File: src/rtl/shift_sequencer.sv
// Iterative barrel-shifter replacement: performs LSL/LSR/ASR/ROR/RRX one bit per cycle
// behind a valid/ready request and result handshake.
module shift_sequencer #(
  parameter int bus = 32
) (
  input  logic           clk,
  input  logic           rst,
  input  logic           in_valid,
  output logic           in_ready,
  input  logic [bus-1:0] operand,
  input  logic [7:0]     amount,
  input  logic [1:0]     shift_type,
  input  logic           imm_form,
  input  logic           carry_in,
  output logic           out_valid,
  input  logic           out_ready,
  output logic [bus-1:0] result,
  output logic           carry_out
);

  typedef enum logic [1:0] {S_IDLE, S_SHIFT, S_DONE} state_t;
  typedef enum logic [1:0] {T_LSL = 2'b00, T_LSR = 2'b01, T_ASR = 2'b10, T_ROR = 2'b11} shift_t;

  state_t         r_state, w_next;
  shift_t         r_type;
  logic           r_rrx;
  logic [5:0]     r_count;
  logic [bus-1:0] r_result;
  logic           r_carry;

  logic [5:0]     w_n;
  logic           w_rrx;
  logic           w_ror_keep;
  logic           w_accept;
  logic [bus-1:0] w_step_result;
  logic           w_step_carry;
  logic [4:0]     w_amt5;

  assign w_amt5   = amount[4:0];
  assign in_ready = (r_state == S_IDLE) && !rst;
  assign w_accept = in_valid && in_ready;

  // Iteration count decode for both amount encodings.
  // NOTE: every always_comb output gets a default first so no path leaves it unassigned (no latch).
  always_comb begin
    w_n        = {1'b0, w_amt5};
    w_rrx      = 1'b0;
    w_ror_keep = 1'b0;
    if (imm_form) begin
      case (shift_t'(shift_type))
        T_LSL:        w_n = {1'b0, w_amt5};
        T_LSR, T_ASR: w_n = (w_amt5 == 5'd0) ? 6'd32 : {1'b0, w_amt5};
        T_ROR: begin
          w_rrx = (w_amt5 == 5'd0);
          w_n   = w_rrx ? 6'd1 : {1'b0, w_amt5};
        end
        default:      w_n = {1'b0, w_amt5};
      endcase
    end else begin
      case (shift_t'(shift_type))
        T_LSL, T_LSR: w_n = (amount > 8'd33) ? 6'd33 : amount[5:0];
        T_ASR:        w_n = (amount > 8'd32) ? 6'd32 : amount[5:0];
        T_ROR: begin
          w_n        = {1'b0, w_amt5};
          w_ror_keep = (amount != 8'd0) && (w_amt5 == 5'd0);
        end
        default:      w_n = {1'b0, w_amt5};
      endcase
    end
  end

  // One single-bit step of the latched operation.
  always_comb begin
    w_step_result = r_result;
    w_step_carry  = r_carry;
    if (r_rrx) begin
      w_step_result = {r_carry, r_result[bus-1:1]};
      w_step_carry  = r_result[0];
    end else begin
      case (r_type)
        T_LSL: begin
          w_step_result = {r_result[bus-2:0], 1'b0};
          w_step_carry  = r_result[bus-1];
        end
        T_LSR: begin
          w_step_result = {1'b0, r_result[bus-1:1]};
          w_step_carry  = r_result[0];
        end
        T_ASR: begin
          w_step_result = {r_result[bus-1], r_result[bus-1:1]};
          w_step_carry  = r_result[0];
        end
        T_ROR: begin
          w_step_result = {r_result[0], r_result[bus-1:1]};
          w_step_carry  = r_result[0];
        end
        default: ;
      endcase
    end
  end

  always_comb begin
    w_next = r_state;
    case (r_state)
      S_IDLE:  if (w_accept) w_next = (w_n != 6'd0) ? S_SHIFT : S_DONE;
      S_SHIFT: if (r_count == 6'd1) w_next = S_DONE;
      S_DONE:  if (out_ready) w_next = S_IDLE;
      default: w_next = S_IDLE;
    endcase
  end

  // NOTE: state is updated with non-blocking assignments so all registers sample pre-edge values.
  always_ff @(posedge clk or posedge rst) begin
    if (rst) r_state <= S_IDLE;
    else     r_state <= w_next;
  end

  always_ff @(posedge clk or posedge rst) begin
    if (rst) begin
      r_type   <= T_LSL;
      r_rrx    <= 1'b0;
      r_count  <= 6'd0;
      r_result <= '0;
      r_carry  <= 1'b0;
    end else begin
      case (r_state)
        S_IDLE: if (w_accept) begin
          r_type   <= shift_t'(shift_type);
          r_rrx    <= w_rrx;
          r_count  <= w_n;
          r_result <= operand;
          r_carry  <= w_ror_keep ? operand[bus-1] : carry_in;
        end
        S_SHIFT: begin
          r_result <= w_step_result;
          r_carry  <= w_step_carry;
          r_count  <= r_count - 6'd1;
        end
        default: ;
      endcase
    end
  end

  assign out_valid = (r_state == S_DONE);
  assign result    = r_result;
  assign carry_out = r_carry;

endmodule

File: config.mk
export PLATFORM = sky130hd
export DESIGN_NAME = shift_sequencer
export DESIGN_NICKNAME = d
export VERILOG_FILES = /design/src/rtl/shift_sequencer.sv
export SDC_FILE = /design/constraint.sdc
export NUM_CORES = 1
export LEC_CHECK = 0
export CORE_MARGIN = 2
export CORE_UTILIZATION = 30
export DETAILED_ROUTE_END_ITERATION = 16
export PLACE_DENSITY_LB_ADDON = 0.1
export SETUP_SLACK_MARGIN = 0.2
export SYNTH_ARGS = -nofsm -noshare
export SYNTH_HDL_FRONTEND = slang
export SYNTH_SLANG_ARGS = --single-unit
File: constraint.sdc
create_clock -name clk -period 2.3 [get_ports clk]
set_input_delay 0.345 -clock clk [delete_from_list [all_inputs] [get_ports clk]]
set_output_delay 0.345 -clock clk [all_outputs]
set_load 0.005 [all_outputs]
==> results.sh <==
export IMPL_synth_yosys_seq_area_share_pct=37.23
export IMPL_critPathSlowestCell="dfrtp_1"
export IMPL_clock_skew_final_ns=0.009835
export IMPL_hold_slack_ns=0.3971
export IMPL_portBuffers=82
export IMPL_die_width_um=103.3
export IMPL_gr_total_overflow=0
export IMPL_initial_utilization_pct=30.54
export IMPL_path_class="flip-flop to flip-flop"
export IMPL_syn_area_per_cell_um2=10.38
export IMPL_ys_seq_elements=44
export IMPL_worst_path_buf_inv=1
export IMPL_synth_area_um2=2958
export IMPL_critPathTopFamily="simple AND/OR/NAND/NOR gates"
export IMPL_worstMarginPinSlew_ns=0.5477
export IMPL_gr_usage_all_layers_pct=14.28
export IMPL_maxCapViolCount=0
export IMPL_cts_hold_buf=0
export IMPL_num_vias=2486
export IMPL_grt_max_degree=66
export IMPL_dp_hpwl_um=5280
export IMPL_clock_sinks=44
export IMPL_synth_ff_type="dfrtp_1"
export IMPL_synth_cells=285
export IMPL_hold_path_class="primary input to flip-flop"
export IMPL_drt_total_wl_um=7297
export IMPL_postSynth_asyncResetShare_pct=100.0
export IMPL_cts_setup_buffers=0
export IMPL_synth_largest_area_cell="dfrtp_1"
export IMPL_final_util_pct=42.51
export IMPL_fin_ws_ns=0.4073
export IMPL_final_hold_viol_count=0
export IMPL_drtIter0Drc=72
export IMPL_dr_pass1_iters=4
export IMPL_synth_fp_nets=338
export IMPL_crit_chain="and2b_2, nor2_4, buf_12, a211oi_2, a21o_1"
export IMPL_cpPeakStageDelay_ns=0.49
export IMPL_numCtsBuffers=5
export IMPL_finalNetCount=423
export IMPL_finalCriticalPeriod_ns=1.893
export IMPL_critPathMaxFanout=44
export IMPL_grt_antenna_before_repair=0
export IMPL_crit_arrival_ns=2.08
export IMPL_post_route_period_util_pct=82.29
export IMPL_num_rows=36
export IMPL_cellLeakagePower_nw=1.794
export IMPL_n_antenna_cell=0
export IMPL_viasPerCell=4.933
export IMPL_final_antenna_net_count=0
export IMPL_required_ns=2.49
export IMPL_route_detailed_drc=0
export IMPL_wl_per_cell_um=14.48
export IMPL_rr_worst_depth=5
export IMPL_design_die_area_um2=10670
export IMPL_drive_gt1_share_pct=18.87
export IMPL_synth_edff_count=0
export IMPL_run_status="completed"
export IMPL_clk_pin_slew_ns=0.09
export IMPL_root_buffer="clkbuf_8"
export IMPL_clock_path_buffers=2
export IMPL_grt_pass1_vias=2370
export IMPL_place_gp_congestion=0.8437
export IMPL_dieHeight_um=103.3
export IMPL_grt_setup_unrepaired="false"
export IMPL_startpoint_type="flip-flop"
export IMPL_cp_end_kind="flip-flop"
export IMPL_synth_warning_count=0
export IMPL_placed_area_um2=3989
export IMPL_finalInstanceArea_um2=4116
export IMPL_grt_pass1_wl_um=11980
export IMPL_syn2layout_area_growth_pct=39.17
export IMPL_pre_cts_ws_ns=-0.1638
export IMPL_cp_depth=5
export IMPL_clk_latency_ns=0.30
export IMPL_cts_tree="done"
export IMPL_core_um2=9684
export IMPL_maxClockFrequency_mhz=528.3
export IMPL_synth_area_leaders="dfrtp_1, a211oi_2, mux2i_1"
export IMPL_yosysTopAreaCellShare_pct=37.23
export IMPL_power_density_nw_per_um2=1314
export IMPL_setup_viol_count_final=0
export IMPL_ir_drop_v=0.0006115
export IMPL_ys_types=48
export IMPL_timing_final_max_slew_violations=0
export IMPL_fillCellCount=956
export IMPL_io_pins=83
export IMPL_max_slew_margin_pct=63.40
export IMPL_htree_levels=2
export IMPL_worstHoldPathCells=3
cells by family after synthesis:
logic type,after synthesis,share of synthesized area [%]
AND/OR/NAND/NOR,83,16.20
flip-flops,44,37.23
adder cells (fa/ha/maj),5,2.115
AO/OA/AOI/OAI,93,28.05
multiplexers,33,11.21
buffers and inverters,27,5.203
Yosys cell counts, types with 2 or more instances:
| library cell | n |
|---|---|
| a211oi_2 | 30 |
| a21o_1 | 31 |
| a21oi_1 | 6 |
| a221o_1 | 3 |
| a31oi_1 | 2 |
| buf_2 | 12 |
| buf_6 | 5 |
| clkbuf_1 | 2 |
| dfrtp_1 | 44 |
| ha_1 | 5 |
| inv_1 | 7 |
| mux2i_1 | 32 |
| nand2_1 | 14 |
| nand2b_1 | 2 |
| nand3_1 | 2 |
| nand3b_1 | 3 |
| nor2_1 | 38 |
| nor3_1 | 4 |
| nor3b_1 | 3 |
| nor4b_1 | 2 |
| o21ai_0 | 6 |
| o22ai_1 | 2 |
| o31ai_1 | 2 |
| or3_1 | 3 |
| or4b_4 | 2 |
layout make-up:
cell class | count | area (µm²) | area share [%]
Multi-Input combinational cell | 214 | 1734 | 42.13
Sequential cell | 44 | 1101 | 26.75
Inverter | 7 | 26.28 | 0.6383
Clock inverter | 3 | 23.77 | 0.5775
Clock buffer | 5 | 68.82 | 1.672
Tap cell | 133 | 166.4 | 4.043
Timing Repair Buffer | 98 | 996.0 | 24.19
worst paths after layout:
check	startpoint	endpoint	slack, ns
worst max-delay path	r_state[0]	result[27]	0.41
worst min-delay path	shift_type[1]	r_type[1]	0.40
worst max register to register	r_state[0]	result[27]	0.41
worst min register to register	r_count[5]	r_count[5]	0.53
max in group asynchronous	rst	result[17]	1.36
min in group asynchronous	rst	result[5]	0.47
timing repair:
action,4_1_cts,5_1_grt
endpoints found under the hold margin,0,0
pin swaps,2,4
endpoints found under the setup margin,1,7
gates resized for setup,2,6
cells in the final DEF, fill, tap and decap left out, types with 3 or more instances in the layout:
cell / netlist / layout
a211oi_2: 30 / 31
a21o_1: 31 / 31
a21oi_1: 6 / 6
a221o_1: 3 / 3
buf_12: 0 / 4
buf_4: 0 / 12
clkbuf_8: 0 / 5
clkdlybuf4s50_1: 0 / 80
dfrtp_1: 44 / 44
ha_1: 5 / 4
inv_1: 7 / 5
mux2i_1: 32 / 32
nand2_1: 14 / 14
nand3b_1: 3 / 3
nor2_1: 38 / 38
nor3_1: 4 / 4
nor3b_1: 3 / 3
o21ai_0: 6 / 6
or3_1: 3 / 3
worst reg2reg max path, stage by stage, from the launching register on:
cell and delay (ns):
dfrtp_1 0.49, and2b_2 0.29, nor2_4 0.44, buf_12 0.32, a211oi_2 0.07, a21o_1 0.18
power breakdown:
part,total [mW],switching (mW),internal [mW]
clock,0.495,0.280,0.215
combinational,3.30,1.53,1.77
sequential,1.62,0.449,1.17
total,5.41,2.26,3.15
routing by layer:
metal | GRT usage [%] | vias up | part of all wire (%)
li1 | - | 1237 | -
met1 | 19.24 | 1198 | 48
met2 | 24.03 | 46 | 48
met3 | 2.285 | 5 | 3.5
met4 | 3.644 | 0 | 0.97
met5 | 0 | - | 0
state kept, by name (all words and copies together) (netlist names):
name       cells
result        32
r_count        6
carry_out      1
r_state        2
r_rrx          1
r_type         2
per-stage QoR:
stage | setup TNS, ns | cells | power (mW)
detailed placement | -0.5455 | 496 | 4.981
global route | 0 | 504 | 5.910
CTS | 0 | 504 | 5.507
global placement | -0.3816 | 496 | 4.948
finish | 0 | 504 | 5.408
floorplan | 0 | 285 | 3.834
Power figures use the tool's default switching activity.
